**src/rtl/mm_host_master.sv**
```systemverilog
// mm_host_master: initiator for the 8-bit address / 32-bit data register bus.
// Host commands arrive on a valid/ready port, read data returns on a valid/ready port.
// Optional periodic status polling is compiled in when MM_AUTOPOLL_EN is defined;
// without it the stat_* outputs are tied to zero and only host states exist.
module mm_host_master #(
  parameter int unsigned POLL_PERIOD = 1000,
  parameter logic [7:0]  STAT_ADDR_A = 8'h01,
  parameter logic [7:0]  STAT_ADDR_B = 8'h02
) (
  input  logic        clk,
  input  logic        rstn,
  input  logic        cmd_valid,
  output logic        cmd_ready,
  input  logic        cmd_write,
  input  logic [7:0]  cmd_addr,
  input  logic [31:0] cmd_wdata,
  output logic        rsp_valid,
  input  logic        rsp_ready,
  output logic [31:0] rsp_rdata,
  output logic        mm_write_en,
  output logic        mm_read_en,
  output logic [7:0]  mm_addr,
  output logic [31:0] mm_wdata,
  input  logic [31:0] mm_rdata,
  output logic [1:0]  stat_active_channel,
  output logic [3:0]  stat_signal_present,
  output logic [31:0] stat_err_counts,
  output logic        stat_update,
  output logic        busy
);

`ifdef MM_AUTOPOLL_EN
  typedef enum logic [3:0] {
    StIdle, StWr, StRd, StRdCap, StResp, StPollA, StPollACap, StPollB, StPollBCap
  } state_e;
`else
  typedef enum logic [2:0] {StIdle, StWr, StRd, StRdCap, StResp} state_e;
`endif

  state_e      state_q, state_d;
  logic        cmd_ready_q, busy_q;
  logic        rsp_valid_q, rsp_valid_d;
  logic [31:0] rsp_rdata_q, rsp_rdata_d;
  logic        mm_write_en_q, mm_read_en_q, rd_stb_d;
  logic [7:0]  mm_addr_q, mm_addr_d;
  logic [31:0] mm_wdata_q, mm_wdata_d;
  logic        poll_pending, poll_pending_d;

`ifdef MM_AUTOPOLL_EN
  localparam int unsigned CntW = (POLL_PERIOD > 1) ? $clog2(POLL_PERIOD) : 1;
  localparam logic [CntW-1:0] LastCnt = CntW'(POLL_PERIOD - 1);

  logic [CntW-1:0] cnt_q, cnt_d;
  logic [5:0]      stat_hold_q, stat_hold_d, stat_a_q, stat_a_d;
  logic [31:0]     stat_b_q, stat_b_d;
  logic            stat_update_q;

  // Poll counter: free-runs to saturation, cleared as the poll sequence starts
  always_comb begin
    cnt_d = cnt_q;
    if (state_q == StIdle && poll_pending) begin
      cnt_d = '0;
    end else if (cnt_q != LastCnt) begin
      cnt_d = cnt_q + 1'b1;
    end
  end

  assign poll_pending   = (cnt_q == LastCnt);
  assign poll_pending_d = (cnt_d == LastCnt);
`else
  assign poll_pending   = 1'b0;
  assign poll_pending_d = 1'b0;
`endif

  // Next-state and next-value logic for the transaction FSM
  always_comb begin
    state_d     = state_q;
    mm_addr_d   = mm_addr_q;
    mm_wdata_d  = mm_wdata_q;
    rsp_valid_d = rsp_valid_q;
    rsp_rdata_d = rsp_rdata_q;
`ifdef MM_AUTOPOLL_EN
    stat_hold_d = stat_hold_q;
    stat_a_d    = stat_a_q;
    stat_b_d    = stat_b_q;
`endif
    unique case (state_q)
      StIdle: begin
        // A due poll wins over a host command offered in the same cycle
        if (poll_pending) begin
`ifdef MM_AUTOPOLL_EN
          state_d   = StPollA;
          mm_addr_d = STAT_ADDR_A;
`endif
        end else if (cmd_valid && cmd_ready_q) begin
          mm_addr_d  = cmd_addr;
          mm_wdata_d = cmd_wdata;
          state_d    = cmd_write ? StWr : StRd;
        end
      end
      StWr:    state_d = StIdle;
      StRd:    state_d = StRdCap;
      StRdCap: begin
        rsp_rdata_d = mm_rdata;
        rsp_valid_d = 1'b1;
        state_d     = StResp;
      end
      StResp: begin
        if (rsp_ready) begin
          rsp_valid_d = 1'b0;
          state_d     = StIdle;
        end
      end
`ifdef MM_AUTOPOLL_EN
      StPollA:    state_d = StPollACap;
      StPollACap: begin
        // Word A is held back so both cached words change on the same edge
        stat_hold_d = mm_rdata[5:0];
        mm_addr_d   = STAT_ADDR_B;
        state_d     = StPollB;
      end
      StPollB:    state_d = StPollBCap;
      StPollBCap: begin
        stat_a_d = stat_hold_q;
        stat_b_d = mm_rdata;
        state_d  = StIdle;
      end
`endif
      default: state_d = StIdle;
    endcase

    rd_stb_d = (state_d == StRd);
`ifdef MM_AUTOPOLL_EN
    rd_stb_d = rd_stb_d || (state_d == StPollA) || (state_d == StPollB);
`endif
  end

  // State and registered host/bus outputs, all derived from the next state
  always_ff @(posedge clk) begin
    if (!rstn) begin
      state_q       <= StIdle;
      cmd_ready_q   <= 1'b0;
      busy_q        <= 1'b0;
      rsp_valid_q   <= 1'b0;
      rsp_rdata_q   <= '0;
      mm_write_en_q <= 1'b0;
      mm_read_en_q  <= 1'b0;
      mm_addr_q     <= '0;
      mm_wdata_q    <= '0;
    end else begin
      state_q       <= state_d;
      cmd_ready_q   <= (state_d == StIdle) && !poll_pending_d;
      busy_q        <= (state_d != StIdle);
      rsp_valid_q   <= rsp_valid_d;
      rsp_rdata_q   <= rsp_rdata_d;
      mm_write_en_q <= (state_d == StWr);
      mm_read_en_q  <= rd_stb_d;
      mm_addr_q     <= mm_addr_d;
      mm_wdata_q    <= mm_wdata_d;
    end
  end

`ifdef MM_AUTOPOLL_EN
  // Poll counter and cached status registers
  always_ff @(posedge clk) begin
    if (!rstn) begin
      cnt_q         <= '0;
      stat_hold_q   <= '0;
      stat_a_q      <= '0;
      stat_b_q      <= '0;
      stat_update_q <= 1'b0;
    end else begin
      cnt_q         <= cnt_d;
      stat_hold_q   <= stat_hold_d;
      stat_a_q      <= stat_a_d;
      stat_b_q      <= stat_b_d;
      stat_update_q <= (state_q == StPollBCap);
    end
  end

  assign stat_active_channel = stat_a_q[1:0];
  assign stat_signal_present = stat_a_q[5:2];
  assign stat_err_counts     = stat_b_q;
  assign stat_update         = stat_update_q;
`else
  logic unused_poll_params;
  assign unused_poll_params  = ^{POLL_PERIOD, STAT_ADDR_A, STAT_ADDR_B};
  assign stat_active_channel = '0;
  assign stat_signal_present = '0;
  assign stat_err_counts     = '0;
  assign stat_update         = 1'b0;
`endif

  assign cmd_ready   = cmd_ready_q;
  assign busy        = busy_q;
  assign rsp_valid   = rsp_valid_q;
  assign rsp_rdata   = rsp_rdata_q;
  assign mm_write_en = mm_write_en_q;
  assign mm_read_en  = mm_read_en_q;
  assign mm_addr     = mm_addr_q;
  assign mm_wdata    = mm_wdata_q;

endmodule
```
**config.mk**
```make
export PLATFORM = sky130hd
export DESIGN_NAME = mm_host_master
export DESIGN_NICKNAME = d
export VERILOG_FILES = /design/src/rtl/mm_host_master.sv
export SDC_FILE = /design/constraint.sdc
export NUM_CORES = 1
export LEC_CHECK = 0
export ABC_AREA = 1
export BUFFER_PORTS_ARGS = -buffer_cell sky130_fd_sc_hd__buf_2
export CORE_ASPECT_RATIO = 0.8
export CORE_MARGIN = 2
export CORE_UTILIZATION = 46
export CTS_CLUSTER_DIAMETER = 60
export DETAILED_ROUTE_END_ITERATION = 8
export PLACE_DENSITY = 0.85
export SLEW_MARGIN = 25
export SYNTH_ARGS = -nofsm -noshare
export SYNTH_HDL_FRONTEND = slang
export SYNTH_SLANG_ARGS = --single-unit
```
**constraint.sdc**
```tcl
create_clock -name clk -period 1.82 [get_ports clk]
set_input_delay 0.091 -clock clk [delete_from_list [all_inputs] [get_ports clk]]
set_output_delay 0.091 -clock clk [all_outputs]
set_load 0.01 [all_outputs]
```
==> metrics.cfg, run 1 <==
[cts]
root_buffer=clkbuf_8
clkLatencyLatePin_ns=0.33
clock_path_buffers=2
cts_tree=yes
numCtsBuffers=9
clk_pin_slew_ns=0.08
h-tree-depth=3
postCtsSetupBuffers=0
cts.sink_count=80

[worst_hold_path]
min_path_type=in -> reg
min_to=mm_wdata[10]$_SDFFE_PN0P_
whs_path_depth=3
min_from=cmd_wdata[10]

[setup_path]
r2r-end=mm_wdata[14]$_SDFFE_PN0P_
arrival_ns=1.64
r2r_setup_slack_ns=0.44
r2r_start=cmd_ready$_SDFF_PN0_
worstSetupEndpointType=flop
critPathMaxFanout=34
ff2ff_path_depth=7
required_ns=2.08
path_class=reg -> reg
crit_path_start_kind=flop

[power]
pwr-share-clk_pct=32.6
power_switching_mw=1.05
swShare_pct=26.3
p_int_mw=2.96
vdd_ir_drop_max_mv=0.600
seqPwrFrac_pct=49.1
p_leak_nw=2.06
p_comb_share_pct=18.3
finalPower_mw=4.01
powerDensity_nw_per_um2=964

[synthesis]
syn_inst=389
synth_area_um2=3090
synth_edf_count=0
synth_flop_cell=dfxtp_1
ys_ff_latch=80
ys.warnings.count=0
synth_top_area_cell=dfxtp_1
synth_area_leaders=dfxtp_1, nor2_1, o21ai_0
synth_top_area_share_pct=51.9
synthArstFlopShare_pct=0
synth_cell_types=20
postSynthAreaPerCell_um2=7.93
yosysSeqAreaShare_pct=51.9

[routing]
vias_per_cell=4.49
vias=2898
post_drt_wl_per_cell_um=11.6
routed_wl_um=7480
ant_nets=0
drtIter0Drc=97
drt_first_pass_iters=4
route.detailed.drc=0

[finish]
fin_util_pct=64.6
syn_to_final_growth_pct=34.7
final_cells=646
finalNetCount=637
layout-drive-gt1-share_pct=31.5
fillers=571
final_area_um2=4160
antennaDiodeCount=0

[global_route]
track_usage_pct=19.7
grt_pass1_vias=2608
grt_max_degree=41
overflow=0
antenna_found_initial=0
grt_pass1_wl_um=11600

[floorplanning]
die_area_um2=7390
pin_count=193
fp.dieW_um=95.6
rows=26
start_util_pct=47.9
die_height_um=77.3
coreArea_um2=6440

[timing]
finalHoldViolations=0
period_needed_ns=1.38
whs_ns=0.0201
fin_worst_skew_ns=0.0122
drv_slew=0
finalSetupViolCount=0
layout_setup_ws_ns=0.445
tightest_slew_ns=0.549
fin_crit_sh_pct=75.6
rsz0062_at_grt=false
slew_headroom_pct=63.4
fmax_mhz=727
tns_ns=0

[place]
place_congestion=0.756
io_buffers=153
dp_slack_ns=0.469
dp.cells=608
placed_cell_area_um2=3710
dpl.hpwl_um=5100

[run]
drv_cap=0

[run_status]
outcome=finished, final reports clean

worst max-delay path, cell delays in order (launching register included):
cell,delay (ns)
dfxtp_1,0.35
nand2_1,0.06
nor2_1,0.14
nand2_2,0.18
inv_2,0.18
buf_12,0.20
nor2_1,0.06
nor2_1,0.12
state kept, by name, indices dropped and copies added (netlist names):
| register | flops |
|---|---|
| rsp_valid | 1 |
| mm_addr | 8 |
| state_q | 3 |
| busy | 1 |
| mm_wdata | 32 |
| mm_write_en | 1 |
| mm_read_en | 1 |
| rsp_rdata | 32 |
| cmd_ready | 1 |
cells in the final DEF, fill, tap and decap left out, drive strengths merged:
cell	count
a21oi	3
buf	158
bufinv	2
clkbuf	9
clkinv	1
clkinvlp	1
conb	39
dfxtp	80
dlygate4sd3	25
inv	5
nand2	7
nand3	5
nand3b	1
nor2	152
nor3	2
o21ai	72
kinds of logic (layout without fill, tap and decap cells):
logic type	Yosys count	after routing	synth area share (%)
buf+inv	66	201	14.8
simple gates	167	167	21.0
compound gates	75	75	12.2
flops	80	80	51.9
other cells	1	39	0.121
final cells by class:
class                   instances  area [um^2]  area share, %
well taps                      84          105           2.53
clock inverters                 4         72.6           1.74
clock buffers                   9          124           2.98
repair buffers                183         1070           25.6
inverters                       5         18.8          0.451
multi-input cells             281         1170           28.2
flip-flops and latches         80         1600           38.5
metal layers:
layer / vias to the layer above / global-route usage [%] / share of wire (%)
met5: - / 0 / 0
met4: 0 / 7.86 / 1.6
met3: 12 / 5.99 / 7.6
met2: 113 / 35.0 / 50
met1: 1282 / 21.6 / 41
li1: 1491 / - / -
cells in the mapped netlist (3+ instances only):
| library cell | instances |
|---|---|
| buf_6 | 7 |
| inv_2 | 3 |
| a21oi_1 | 3 |
| clkbuf_2 | 5 |
| o21ai_1 | 7 |
| buf_2 | 3 |
| nand3_1 | 4 |
| o21ai_0 | 65 |
| clkbuf_1 | 7 |
| nand2_1 | 6 |
| dfxtp_1 | 80 |
| nor2_1 | 151 |
| buf_4 | 39 |
power groups by stage:
stage,logic (mW),clock network [mW],registers [mW]
detailed placement,0.685,0,2.01
global route,0.821,1.44,1.99
finish,0.733,1.31,1.97
floorplan,0.421,0,2.07
CTS,0.727,1.37,1.97
global placement,0.670,0,2.00
how the worst max path moves through the flow:
stage,to,slack (ns),cells after the start,start
after CTS,mm_wdata[22]$_SDFFE_PN0P_,0.45,6,cmd_ready$_SDFF_PN0_
after floorplan,mm_addr[7]$_SDFFE_PN0P_,0.70,6,cmd_ready$_SDFF_PN0_
final,mm_wdata[14]$_SDFFE_PN0P_,0.44,7,cmd_ready$_SDFF_PN0_
after global routing,mm_wdata[17]$_SDFFE_PN0P_,0.27,6,cmd_ready$_SDFF_PN0_
after detailed placement,mm_wdata[22]$_SDFFE_PN0P_,0.47,6,cmd_ready$_SDFF_PN0_
after global placement,mm_wdata[31]$_SDFFE_PN0P_,0.51,5,state_q[2]$_SDFF_PN0_
repair_timing:
action / 4_1_cts / 5_1_grt
gates resized for setup: 0 / 0
hold endpoints to repair: 25 / 0
hold buffers: 25 / 0
Note: power is estimated with default switching activity, not from simulation.
==> run 2, diff against run 1 <==
--- a/config.mk
+++ b/config.mk
@@ -5,14 +5,14 @@
 export SDC_FILE = /design/constraint.sdc
 export NUM_CORES = 1
 export LEC_CHECK = 0
-export ABC_AREA = 1
+export ABC_AREA = 0
 export BUFFER_PORTS_ARGS = -buffer_cell sky130_fd_sc_hd__buf_2
 export CORE_ASPECT_RATIO = 0.8
 export CORE_MARGIN = 2
-export CORE_UTILIZATION = 46
+export CORE_UTILIZATION = 40
 export CTS_CLUSTER_DIAMETER = 60
 export DETAILED_ROUTE_END_ITERATION = 8
-export PLACE_DENSITY = 0.85
+export PLACE_DENSITY = 0.77
 export SLEW_MARGIN = 25
 export SYNTH_ARGS = -nofsm -noshare
 export SYNTH_HDL_FRONTEND = slang
==> constraint.sdc (replaced) <==
create_clock -name clk -period 1.25 [get_ports clk]
set_input_delay 0.0625 -clock clk [delete_from_list [all_inputs] [get_ports clk]]
set_output_delay 0.0625 -clock clk [all_outputs]
set_load 0.01 [all_outputs]
==> run 2 against run 1 <==
Against the previous run:
- the run now ends with setup timing left
- sequential cell count did not move
- sequential power rose by 37%
- via count rose by 19%
- clock power rose by 28%
- cell count rose by 17%
- synthesized cell count fell by 0.51%
- largest cell class is now buffers
- die area rose by 26%
==> metrics.cfg, run 2 <==
[routing]
routed_wl_um=11600
vias_per_cell=4.55
drt_first_pass_iters=4
post_drt_wl_per_cell_um=15.3
drtIter0Drc=171
ant_nets=0
vias=3446
route.detailed.drc=0

[power]
swShare_pct=27.2
finalPower_mw=5.41
vdd_ir_drop_max_mv=0.804
p_int_mw=3.94
power_switching_mw=1.47
p_leak_nw=2.75
seqPwrFrac_pct=49.7
powerDensity_nw_per_um2=903
p_comb_share_pct=19.3
pwr-share-clk_pct=31.1

[setup_path]
ff2ff_path_depth=6
arrival_ns=1.66
r2r_start=cmd_ready$_SDFF_PN0_
worstSetupEndpointType=flop
r2r-end=mm_wdata[6]$_SDFFE_PN0P_
crit_path_start_kind=flop
critPathMaxFanout=5
required_ns=1.52
path_class=reg -> reg
r2r_setup_slack_ns=-0.14

[synthesis]
ys.warnings.count=0
netlist_top_cells_count=nand2_1, dfxtp_1, buf_4
synth_area_leaders=dfxtp_1, nand2_1, mux2i_1
postSynthAreaPerCell_um2=8.84
synth_cell_types=25
ys_ff_latch=80
synth_flop_cell=dfxtp_1
yosysSeqAreaShare_pct=46.8
synth_area_um2=3420
yosysMostFrequentCell=nand2_1
syn_inst=387
synth_top_area_share_pct=46.8
synthArstFlopShare_pct=0
synth_edf_count=0
synth_top_area_cell=dfxtp_1

[cts]
clk_pin_slew_ns=0.09
clkLatencyLatePin_ns=0.35
clock_path_buffers=2
cts.sink_count=80
numCtsBuffers=9
h-tree-depth=3
root_buffer=clkbuf_8
cts_tree=yes

[floorplanning]
start_util_pct=40.7
coreArea_um2=8410
die_height_um=86.7
fp.dieW_um=107
rows=30
pin_count=193
die_area_um2=9310

[timing]
rsz0062_at_grt=true
layout_setup_ws_ns=-0.142
fmax_mhz=718
fin_crit_sh_pct=111
period_needed_ns=1.39
drv_slew=0
tns_ns=-5.55
finalSetupViolCount=72
finalHoldViolations=0
fin_worst_skew_ns=0.0104

[place]
io_buffers=153
placed_cell_area_um2=4180
dp_slack_ns=-0.119
dpl.hpwl_um=5370
place_congestion=0.737

[worst_hold_path]
min_path_type=in -> reg
min_from=cmd_valid
min_to=state_q[0]$_SDFF_PN0_
whs_path_depth=3

[finish]
final_area_um2=5990
fin_util_pct=71.2
finalNetCount=717
antennaDiodeCount=0
layout_commonest_cell=buf_2
syn_to_final_growth_pct=75.1
layout-drive-gt1-share_pct=45.6
layout_common_cells=buf_2, nand2_1, dfxtp_1

[run_status]
outcome=finished with violations
violations=setup timing

[global_route]
overflow=0
track_usage_pct=21.6
use_met3_pct=6.09
grt_pass1_wl_um=15700
grt_max_degree=50
grt.met2_usage_pct=40.9
met1_usage_pct=24.6
grt_pass1_vias=3293
antenna_found_initial=0
grt-busiest-layer=met2

[run]
drv_cap=0

==> run 2: cell count changes after synthesis, sizes merged, moves of 5 or more <==
cell and delta:
nor2 -152, nand2 +139, o21ai -72, mux2i +40
a21boi +32, buf +9, clkbuf -5, nand3 -5
==> run 2: power by group through the flow <==
stage / logic [mW] / clock network (mW) / registers [mW]
after floorplan: 0.414 / 0 / 2.78
after global placement: 0.608 / 0 / 2.74
after detailed placement: 0.621 / 0 / 2.74
after CTS: 0.926 / 1.73 / 2.68
after global routing: 1.11 / 1.85 / 2.70
final: 1.04 / 1.68 / 2.69
==> run 2: worst max path at each step <==
stage	slack [ns]	cells past startpoint	endpoint	from
after floorplan	0.004	4	mm_addr[0]$_SDFFE_PN0P_	cmd_ready$_SDFF_PN0_
after global placement	-0.03	3	mm_addr[5]$_SDFFE_PN0P_	state_q[2]$_SDFF_PN0_
after detailed placement	-0.12	3	mm_wdata[27]$_SDFFE_PN0P_	state_q[2]$_SDFF_PN0_
after CTS	-0.11	6	mm_wdata[13]$_SDFFE_PN0P_	cmd_ready$_SDFF_PN0_
after global routing	-0.20	6	mm_addr[1]$_SDFFE_PN0P_	cmd_ready$_SDFF_PN0_
final	-0.14	6	mm_wdata[6]$_SDFFE_PN0P_	cmd_ready$_SDFF_PN0_
==> run 2: kinds of logic after synthesis <==
| family | after synthesis | synth area share, % |
|---|---|---|
| AOI/OAI and AO/OA | 38 | 8.19 |
| buffers and inverters | 67 | 13.8 |
| and+or+nand+nor | 161 | 19.4 |
| DFF | 80 | 46.8 |
| other | 1 | 0.110 |
| muxes | 40 | 11.7 |
==> run 2: final cells by class <==
cell class,instances,area (um^2)
Multi-Input combinational cell,278,1880
Fill cell,575,2420
Sequential cell,80,1610
Inverter,2,7.51
Clock buffer,9,124
Timing Repair Buffer,269,2180
Tap cell,112,140
Clock inverter,7,48.8
==> run 2: critical path, stage by stage, from the launching register on <==
cell and delay (ns):
dfxtp_2 0.34, nand2_2 0.07, nor4_4 0.28, buf_4 0.16, buf_8 0.13, clkbuf_16 0.16
mux2i_1 0.18
==> run 2: per-layer routing <==
layer / wire length (um) / up-vias
met5: 0 / -
met4: 73 / 0
met3: 544 / 8
met2: 6050 / 135
met1: 4900 / 1631
li1: - / 1672
==> run 2: through the flow <==
stage	hold WS [ns]	cells
after floorplan	0.184	425
after global placement	0.300	639
after detailed placement	0.308	639
after CTS	0.0544	747
after global routing	0.0980	757
final	0.0979	757
==> run 2: timing repair <==
action | CTS | global route
gates resized for setup | 36 | 125
endpoints found under the setup margin | 61 | 77
setup buffers | 13 | 4
pin swaps | 3 | 67
hold buffers | 73 | 0
cloned | 7 | 7
endpoints found under the hold margin | 73 | 0
